### src/rtl/sqrt_arb_pkg.sv
// Shared widths and tag type for the sqrt arbiter slice.
package sqrt_arb_pkg;

    localparam int RAD_W  = 16;
    localparam int ROOT_W = 8;
    localparam int REM_W  = 9;
    localparam int IDX_W  = 3;

    typedef struct packed {
        logic             valid;
        logic [IDX_W-1:0] idx;
    } tag_t;

endpackage

### src/rtl/sqrt_rr_arb.sv
// Round-robin arbiter: search begins one past the pointer, wrapping modulo NREQ.
module sqrt_rr_arb #(
    parameter int NREQ  = 4,
    parameter int PTR_W = $clog2(NREQ)
) (
    input  logic [NREQ-1:0]  req,
    input  logic [PTR_W-1:0] ptr,
    output logic [NREQ-1:0]  grant,
    output logic [PTR_W-1:0] gidx
);

    logic [PTR_W-1:0] cand;
    logic             found;

    always_comb begin
        grant = '0;
        gidx  = ptr;
        cand  = '0;
        found = 1'b0;
        for (int unsigned k = 1; k <= NREQ; k++) begin
            cand = PTR_W'((int'(ptr) + int'(k)) % NREQ);
            if (!found && req[cand]) begin
                grant[cand] = 1'b1;
                gidx        = cand;
                found       = 1'b1;
            end
        end
    end

endmodule

### src/rtl/sqrt_arbiter.sv
// Shares one external sqrt_16bit datapath among NREQ requesters; results return in order.
// Optional SQRT_ARB_PERF_EN adds saturating per-requester grant counters (grant_cnt).
module sqrt_arbiter
    import sqrt_arb_pkg::*;
#(
    parameter int NREQ     = 4,
    parameter int SQRT_LAT = 8
) (
    input  logic                   clk,
    input  logic                   rst_n,
    input  logic                   en,
    input  logic                   flush,
    input  logic [NREQ-1:0]        req_valid,
    input  logic [NREQ*RAD_W-1:0]  req_radical,
    output logic [NREQ-1:0]        req_ready,
    output logic [NREQ-1:0]        rsp_valid,
    output logic [ROOT_W-1:0]      rsp_q,
    output logic [REM_W-1:0]       rsp_remainder,
    output logic [RAD_W-1:0]       sqrt_radical,
    input  logic [ROOT_W-1:0]      sqrt_q,
    input  logic [REM_W-1:0]       sqrt_remainder,
`ifdef SQRT_ARB_PERF_EN
    output logic [NREQ*16-1:0]     grant_cnt,
`endif
    output logic                   busy
);

    localparam int PTR_W = $clog2(NREQ);

    logic [PTR_W-1:0] ptr;
    logic [PTR_W-1:0] gidx;
    logic [NREQ-1:0]  grant;
    logic             fire;
    logic             rsp_vld;
    logic [IDX_W-1:0] rsp_idx;
    tag_t             tags [SQRT_LAT+1];

    sqrt_rr_arb #(.NREQ(NREQ), .PTR_W(PTR_W)) u_arb (
        .req   (req_valid),
        .ptr   (ptr),
        .grant (grant),
        .gidx  (gidx)
    );

    always_comb begin
        req_ready = (en && !flush && rst_n) ? grant : '0;
        fire      = |(req_valid & req_ready);
    end

    // Tag stage k lines up with the radical issued k+1 cycles earlier, so stage SQRT_LAT meets sqrt_q.
    always_ff @(posedge clk or negedge rst_n) begin
        if (!rst_n) begin
            ptr           <= PTR_W'(NREQ - 1);
            sqrt_radical  <= '0;
            rsp_vld       <= 1'b0;
            rsp_idx       <= '0;
            rsp_q         <= '0;
            rsp_remainder <= '0;
            for (int unsigned k = 0; k <= SQRT_LAT; k++) tags[k] <= '0;
        end else begin
            if (fire) begin
                ptr          <= gidx;
                sqrt_radical <= req_radical[int'(gidx)*RAD_W +: RAD_W];
            end
            tags[0] <= '{valid: fire, idx: IDX_W'(gidx)};
            for (int unsigned k = 1; k <= SQRT_LAT; k++) tags[k] <= tags[k-1];
            rsp_vld <= tags[SQRT_LAT].valid && !flush;
            if (tags[SQRT_LAT].valid && !flush) begin
                rsp_idx       <= tags[SQRT_LAT].idx;
                rsp_q         <= sqrt_q;
                rsp_remainder <= sqrt_remainder;
            end
            if (flush) begin
                for (int unsigned k = 0; k <= SQRT_LAT; k++) tags[k].valid <= 1'b0;
            end
        end
    end

    always_comb begin
        busy = rsp_vld;
        for (int unsigned k = 0; k <= SQRT_LAT; k++) busy = busy | tags[k].valid;
        for (int unsigned i = 0; i < NREQ; i++) rsp_valid[i] = rsp_vld && (rsp_idx == IDX_W'(i));
    end

`ifdef SQRT_ARB_PERF_EN
    logic [15:0] cnt [NREQ];

    always_ff @(posedge clk or negedge rst_n) begin
        if (!rst_n) begin
            for (int unsigned i = 0; i < NREQ; i++) cnt[i] <= '0;
        end else begin
            for (int unsigned i = 0; i < NREQ; i++) begin
                if (fire && gidx == PTR_W'(i) && cnt[i] != '1) cnt[i] <= cnt[i] + 16'd1;
            end
        end
    end

    always_comb begin
        for (int unsigned i = 0; i < NREQ; i++) grant_cnt[i*16 +: 16] = cnt[i];
    end
`endif

endmodule

### config.mk
export PLATFORM = sky130hd
export DESIGN_NAME = sqrt_arbiter
export DESIGN_NICKNAME = d
export VERILOG_FILES = /design/src/rtl/sqrt_arb_pkg.sv /design/src/rtl/sqrt_rr_arb.sv /design/src/rtl/sqrt_arbiter.sv
export SDC_FILE = /design/constraint.sdc
export NUM_CORES = 1
export LEC_CHECK = 0
export ABC_AREA = 1
export BUFFER_PORTS_ARGS = -buffer_cell sky130_fd_sc_hd__clkbuf_2
export CORE_ASPECT_RATIO = 1.25
export CORE_MARGIN = 2
export CORE_UTILIZATION = 25
export CTS_CLUSTER_SIZE = 30
export DETAILED_ROUTE_END_ITERATION = 12
export PLACE_DENSITY = 0.49
export RECOVER_POWER = 50
export SETUP_SLACK_MARGIN = 0.4
export SYNTH_ARGS = -nofsm -noshare
export SYNTH_HDL_FRONTEND = slang
export SYNTH_HIERARCHICAL = 1
export SYNTH_SLANG_ARGS = --single-unit
### constraint.sdc
create_clock -name clk -period 5.1 [get_ports clk]
set_input_delay 1.02 -clock clk [delete_from_list [all_inputs] [get_ports clk]]
set_output_delay 1.02 -clock clk [all_outputs]
set_load 0.01 [all_outputs]
---- Yosys cells after proc, flatten, opt, wreduce, memory -nomap -nowiden ----
Index checks and enable logic that the tools add are counted.
word-level totals
  register bits after elaboration ......... 65
  bits of input ports ..................... 89
  output and inout bits ................... 42
  logic and storage cells ................. 110
operators by class
  add/sub/neg operators ................... 4
  $lt $le $gt $ge ......................... 8
  equal/unequal tests ..................... 3
  shift-type cells ........................ 1
  mux-type cells .......................... 37
  bitwise operators ....................... 13
  reductions and logical operators ........ 20
operators by type and width
  operator                                                                              number
  64-bit by 7-bit variable part select with 16-bit output                               1
  1-bit two-way mux                                                                     20
  4-bit two-way mux                                                                     5
  1-bit logical AND                                                                     14
  2-bit by 3-bit < comparator with 1-bit output (second input constant)                 4
  4-bit bitwise OR                                                                      3
  1-bit bitwise OR                                                                      9
  1-bit binary-select mux with 2-bit select                                             4
  1-bit demux with 2-bit select                                                         4
  2-bit by 1-bit greater-or-equal comparator with 1-bit output (second input constant)  4
  2-bit two-way mux                                                                     4
  2-bit by 1-bit adder with 2-bit output (second input constant)                        2
  2-bit adder (second input constant)                                                   2
  4-bit bitwise AND                                                                     1
  2-bit equality test (second input constant)                                           2
  1-bit logical NOT                                                                     4
  4-bit OR reduction                                                                    1
  3-bit logical NOT                                                                     1
  2-bit by 1-bit equality test with 1-bit output (second input constant)                1

---- Longest topological paths before layout ----
Gate-level depths: netlist of the first run.
  depth after elaboration ................. 17
  gate-level depth with buffers ........... 19
  mapped depth without buffers ............ 16

---- Modules after synthesis ----
Netlist of the first run, hierarchy kept.
by module, submodules not included
  module        times used  cells each  area each (um^2)  sequential area each (um^2)
  sqrt_arbiter  1           337         2864.0            1629.1
  sqrt_rr_arb   1           87          559.3             0.0

---- Worst setup path before layout of the first run ----
Ideal clock, no wire load.
  path kind ............................... reg2out
  start point ............................. reg ptr[0]
  end point ............................... out req_ready[0]
  arrival time ............................ 1.986 ns
  required time ........................... 4.080 ns
  slack ................................... 2.094 ns
  cell stages (with the launch flop) ...... 13
  buffers on the path ..................... 1
  cells stage by stage .................... dfstp_2 buf_6 inv_6 ha_1 inv_1 nand3_1 nand2_1 nand2_1 inv_2 nand3_1 nand3_1 inv_1 nor2_1
on the way
  longest elaborated chain between the ends .. 14
  elaborated cells between the ends (all ways) .. 49
  classes of those cells .................. 4 x add/sub; 8 x order compare; 24 x mux; 3 x bitwise; 10 x reduce/logical
RTL lines
  what                                                                                    RTL line            source
  from (decl)                                                                             sqrt_arbiter.sv:30  logic [PTR_W-1:0] ptr;
  from (signal assigned)                                                                  sqrt_arbiter.sv:53  ptr <= PTR_W'(NREQ - 1);
  from (signal assigned)                                                                  sqrt_arbiter.sv:62  ptr <= gidx;
  branches (longest 12 deep; another with 2-bit by 3-bit < comparator with 1-bit output)  n/a
  4-bit two-way mux (*)                                                                   sqrt_rr_arb.sv:22   if (!found && req[cand]) begin
  net grant[0]                                                                            sqrt_arbiter.sv:32  logic [NREQ-1:0] grant;
  4-bit two-way mux (*)                                                                   sqrt_arbiter.sv:46  req_ready = (en && !flush && rst_n) ? grant : '0;
  to (decl)                                                                               sqrt_arbiter.sv:15  output logic [NREQ-1:0] req_ready,
Mark *: on every way through the listed nets, which the timed path passes. The select of a mux whose other input is x is not followed.

---- Worst setup path in the final report of the first run ----
  start point ............................. reg ptr[0]
  end point ............................... out req_ready[3]
Same word-level chain as after synthesis.

==> impl_metrics.ini, run 1 <==
[status]
outcome = finished, final reports clean

[logic_synthesis]
synth_edf_count = 0
synth.avg_cell_area_um2 = 8.07
synthCells = 424
async_flop_share = 1.00
synthDistinctLibCells = 30
ys_seq_area_frac = 0.476
syn_nets = 521
netlist_area_mm2 = 0.00342
ys_ff_latch = 65
ys.flop_type = dfrtp_1
yosysWarnings = 6

[worst_hold_path]
min_path_type = reg2reg
whs_path_depth = 0

[worst_setup_path]
end_kind = output port
worstRegToRegCells = 16
crit_type = reg2out
startpoint_type = flop
critPathRequiredTime_ns = 4.08
critPathArrivalTime_ns = 2.67
r2r_slack_ns = 1.67
path_max_fanout = 14

[global_route]
gr-total-overflow = 0
grt_pass1_vias = 3103
grt_max_degree = 66
antenna_found_initial = 0
grt_use_total = 0.133
grt_pass1_wl_um = 15200

[pwr]
powerDensity_mw_per_mm2 = 616
ir_worst_vdd_v = 0.000407
p_leak_nw = 2.39

[finish]
final_layout_size_suffix_gt1_frac = 0.310
utilization = 0.338
diodes = 0
nets = 646
syn_to_final_growth_pct = 31.2

[routing]
vias_per_cell = 4.42
wl_met3_um = 722
wl_met2_um = 4380
drcViolationCount = 0
first_iter_violations = 166
ant_nets = 0
drt_pass1_iterations = 5
wl_met1_um = 4230
wire_per_inst_um = 13.1
vias = 3198
wirelength_um = 9470
top_layer = met4

[clock_tree]
clkSinkCount = 65
cts_resized = 0
ctsLongestPathBuffers = 2
cts_setup_buffers = 0
htreeDepth = 3
clk_pin_slew_ns = 0.05
holdBufCountCts = 0
insertion_delay_ns = 0.32
cts-root-buf = clkbuf_16
cts_tree = done
cts_buffers = 9

[floorplan]
dieArea_mm2 = 0.0147
die_h_um = 135
start_util = 0.258
rows = 47
die_x_um = 109
coreArea_mm2 = 0.0133
pin_count = 131

[job]
maxCapViolations = 0

[sta]
layout_worst_path_cycle_share = 0.723
slew_violations = 0
holdWs_ns = 0.345
fin_skew_ns = 0.00227
finalSetupTns_ns = 0
rsz0062_at_grt = false
hold_viol_final = 0
worstMarginPinSlew_ns = 0.809
max_freq_ghz = 0.271
period_needed_ns = 3.69
slew-limit-headroom = 0.461
setup_viol = 0

[place]
gp_congestion = 0.784
io_buffers = 130
dp_hpwl_um = 7170
worst max-delay path, cell delays in order (launching register included):
cell	delay [ns]
dfstp_2	0.73
inv_6	0.12
ha_1	0.37
inv_1	0.20
nand2_8	0.09
a21boi_0	0.26
a21oi_1	0.08
nand3_1	0.14
inv_1	0.05
nor2_1	0.14
clkbuf_2	0.16
final cells by class:
class	count	area, um^2
clock buffers	10	229
clock inverters	4	70.1
fillers	1454	8800
inverters	34	135
multi-input cells	307	1550
flip-flops and latches	65	1630
well taps	171	214
repair buffers	132	664
Yosys cell counts, types with 3 or more instances:
cell,instances,area (um^2)
o21ai_1,7,35.0
inv_1,28,105
nand3_2,5,50.1
nor2_1,60,225
a21boi_0,4,30.0
dfrtp_1,63,1580
ha_1,8,100
nand2_2,3,18.8
nor3_1,4,20.0
nand2_1,112,420
buf_6,4,45.0
o21ai_0,62,310
nor2_8,3,60.1
nand2_4,4,45.0
inv_2,3,11.3
clkbuf_1,8,30.0
nand3_1,21,105
buf_2,3,15.0
a21oi_1,6,30.0
cell families after synthesis:
kind of cell / after synthesis / share of synthesized area
AO/OA/AOI/OAI: 79 / 0.118
buffers and inverters: 52 / 0.0716
adder cells (fa/ha/maj): 8 / 0.0292
AND/OR/NAND/NOR: 220 / 0.305
flip-flops: 65 / 0.476
through the flow:
| step | total power [mW] | setup slack [ns] | instance area (um^2) | std cells |
|---|---|---|---|---|
| 6_report | 2.76 | 1.41 | 4490 | 723 |
| 3_3_place_gp | 2.13 | 1.75 | 4190 | 709 |
| 2_1_floorplan | 1.82 | 2.09 | 3420 | 424 |
| 4_1_cts | 2.80 | 1.36 | 4490 | 723 |
| 3_5_place_dp | 2.16 | 1.69 | 4190 | 709 |
| 5_1_grt | 3.04 | 1.22 | 4490 | 723 |
report_power, final:
| group | total [mW] | leakage, nW | internal, mW | switching [mW] |
|---|---|---|---|---|
| Combinational | 1.39 | 1.42 | 0.467 | 0.919 |
| Sequential | 0.756 | 0.820 | 0.674 | 0.0816 |
| Clock | 0.622 | 0.148 | 0.420 | 0.202 |
| Total | 2.76 | 2.39 | 1.56 | 1.20 |
layer usage:
metal,vias to the layer above,global-route usage
met5,-,0
met4,0,0.0520
met3,9,0.0290
met2,139,0.211
met1,1450,0.174
li1,1600,-
cell usage in the layout, fill, tap and decap left out, types with 5 or more instances in the layout:
cell       count
ha_1           8
clkbuf_2     128
dfrtp_1       63
nand3_2        5
nand3_1       21
o21ai_1        7
o21ai_0       62
a21oi_1        6
clkbuf_16      9
nand2_1      112
nor2_1        60
inv_1         28
final timing paths:
kind	startpoint	end
setup / recovery	ptr[0]	req_ready[3]
hold reg to reg	tags[28]	tags[24]
max in group asynchronous	rst_n	tags[35]
min in group asynchronous	rst_n	rsp_idx[1]
setup reg to reg	ptr[0]	sqrt_radical[2]
hold / removal	tags[28]	tags[24]
registers in the layout, summed over array words and instances (netlist names):
name           flops
tags              27
sqrt_radical      16
rsp_remainder      9
rsp_q              8
ptr                2
rsp_idx            2
rsp_vld            1
Power figures use the tool's default switching activity.
==> run 2: changes to the inputs <==
ABC_AREA = 0   (was 1)
PLACE_DENSITY = 0.52   (was 0.49)
clock period = 3 ns   (was 5.1 ns; I/O delays follow)
==> impl_metrics.ini, run 2 <==
[routing]
ant_nets = 0
drt_pass1_iterations = 4
vias = 2273
wl_met1_um = 2890
wire_per_inst_um = 13.8
drcViolationCount = 0
wl_met3_um = 403
vias_per_cell = 4.41
top_layer = met4
wirelength_um = 7100
wl_met2_um = 3710
first_iter_violations = 73

[sta]
slew-limit-headroom = 0.0668
fin_skew_ns = 0.00530
max_freq_ghz = 0.320
layout_worst_path_cycle_share = 1.04
finalSetupTns_ns = -0.795
worstMarginPinSlew_ns = 1.40
rsz0062_at_grt = true
period_needed_ns = 3.13
holdWs_ns = 0.345
hold_viol_final = 0
setup_viol = 20
slew_violations = 0
fin_ws_ns = -0.130

[logic_synthesis]
synth_top_cell_area_share = 0.507
yosys.area.top_type = dfrtp_1
synthCells = 194
ys_top_cells_by_area = dfrtp_1, mux4_2, mux2_2, mux2_4, mux4_1
async_flop_share = 1.00
yosysWarnings = 6
ys_seq_area_frac = 0.524
syn_nets = 291
synth.top_cells.by_count = dfrtp_1, mux2_2, mux4_2
netlist_area_mm2 = 0.00311
ys.flop_type = dfrtp_1
synthDistinctLibCells = 34
synth.avg_cell_area_um2 = 16.0
synth.most_common_cell = dfrtp_1
ys_ff_latch = 65
synth_edf_count = 0

[pwr]
p_switching_mw = 1.49
p_leak_nw = 2.24
combPwrFrac = 0.531
power.internal_mw = 3.13
ir_worst_vdd_v = 0.000567
p_clk_frac = 0.200
seqPwrFrac = 0.269
sw_frac_of_total = 0.322
powerDensity_mw_per_mm2 = 1030

[place]
dpl-instance-area_mm2 = 0.00409
io_buffers = 130
gp_congestion = 0.738
dp_hpwl_um = 5330

[worst_setup_path]
cp_top_family = flip-flops
critical_path.cell_chain = inv_4 -> ha_4 -> mux4_2 -> nor2b_4 -> a221oi_2 -> o2bb2ai_2 -> and2_4 -> buf_6
crit_buf_inv = 2
startpoint_type = flop
r2r_slack_ns = -0.04
critPathArrivalTime_ns = 2.53
end_kind = output port
worstReg2RegStart = ptr[0]
crit_type = reg2out
critPathRequiredTime_ns = 2.40
path_max_fanout = 5
cp_slowest_cell = dfstp_2
max_stage_delay_ns = 0.56
worstRegToRegCells = 9
r2r_end = sqrt_radical[10]

[global_route]
gr-total-overflow = 0
grt_pass1_wl_um = 11900
grt_pass1_vias = 2442
antenna_found_initial = 0
grt_use_total = 0.113
grt_max_degree = 43

[floorplan]
start_util = 0.256
coreArea_mm2 = 0.0122
die_x_um = 104
pin_count = 131
die_h_um = 129
dieArea_mm2 = 0.0134
rows = 45

[clock_tree]
cts-root-buf = clkbuf_16
clkSinkCount = 65
cts_buffers = 9
clk_pin_slew_ns = 0.05
insertion_delay_ns = 0.32
ctsLongestPathBuffers = 2
cts_tree = done
htreeDepth = 3
holdBufCountCts = 0

[finish]
top_regs = tags (27), sqrt_radical (16), rsp_remainder (9)
multi_input_area_mm2 = 0.00149
stdcell_area_mm2 = 0.00448
nets = 444
fill_cells = 1212
final_common_cell = clkbuf_2
final_layout_size_suffix_gt1_frac = 0.689
largest-register = tags
syn_to_final_growth_pct = 43.9
largest_reg_flops = 27
final_cell_mix = clkbuf_2, dfrtp_1, mux2_2, mux4_2, buf_4
ff_latch_area_mm2 = 0.00163
diodes = 0

[worst_hold_path]
whs_path_depth = 0
min_path_type = reg2reg
worstHoldStart = tags[5]
hold_end = tags[1]

[status]
outcome = finished, violations left
violations = negative setup slack

[job]
maxCapViolations = 0
-- run 2: through the flow --
step / power [mW] / worst slack (ns) / util / std cells
2_1_floorplan: 2.81 / -0.202 / - / 194
3_3_place_gp: 3.47 / 0.0460 / 0.337 / 495
3_5_place_dp: 3.52 / -0.0127 / 0.337 / 495
4_1_cts: 4.68 / -0.119 / 0.366 / 515
5_1_grt: 4.95 / -0.170 / 0.368 / 515
6_report: 4.62 / -0.130 / 0.368 / 515
-- run 2: worst register-to-register path: stages, from the launching register on --
cell and delay, ns:
dfstp_2 0.56, inv_4 0.04, ha_4 0.26, mux4_2 0.51
nor2b_4 0.17, nor2_1 0.21, xnor2_2 0.20, buf_12 0.20
mux4_2 0.50, mux2_2 0.27
-- run 2: logic make-up (layout without fill, tap and decap cells) --
group | count (synthesis) | count (layout) | synth area share
AOI/OAI and AO/OA | 13 | 13 | 0.0330
xor gates and xnor gates | 1 | 1 | 0.00282
adders and majority gates | 8 | 8 | 0.0322
buffers and inverters | 11 | 168 | 0.0265
DFF | 65 | 65 | 0.524
muxes | 61 | 61 | 0.312
and+or+nand+nor | 35 | 35 | 0.0696
-- run 2: worst max-delay path by stage --
stage                       to  slack, ns  startpoint  cells past startpoint
4_1_cts           req_ready[2]      -0.12      ptr[1]                      8
3_3_place_gp   sqrt_radical[8]       0.05      ptr[1]                      9
6_report          req_ready[0]      -0.13      ptr[0]                      8
5_1_grt           req_ready[0]      -0.17      ptr[0]                      8
3_5_place_dp   sqrt_radical[7]      -0.01      ptr[1]                      9
2_1_floorplan  sqrt_radical[0]      -0.20      ptr[0]                     11
-- run 2: power groups by stage --
stage / logic, mW / clock network [mW] / registers, mW
floorplan: 1.50 / 0 / 1.31
global placement: 2.22 / 0 / 1.25
detailed placement: 2.26 / 0 / 1.26
CTS: 2.46 / 0.973 / 1.25
global route: 2.66 / 1.01 / 1.28
finish: 2.45 / 0.923 / 1.24
-- run 2: area by class of cell --
type / count / share of cell area
inverters: 2 / 0.00224
clock buffers: 12 / 0.0551
clock inverters: 3 / 0.00391
repair buffers: 151 / 0.195
flip-flops and latches: 65 / 0.364
multi-input cells: 118 / 0.334
well taps: 164 / 0.0458
-- run 2: timing repair --
action,4_1_cts,5_1_grt
pin swaps,6,3
gates resized for setup,12,6
setup endpoints to repair,23,23
buffers inserted,5,0
-- run 2: layer usage --
layer  vias up  GRT usage
met5         -          0
met4         0     0.0405
li1       1035          -
met3         8     0.0365
met2        76      0.196
met1      1154      0.134
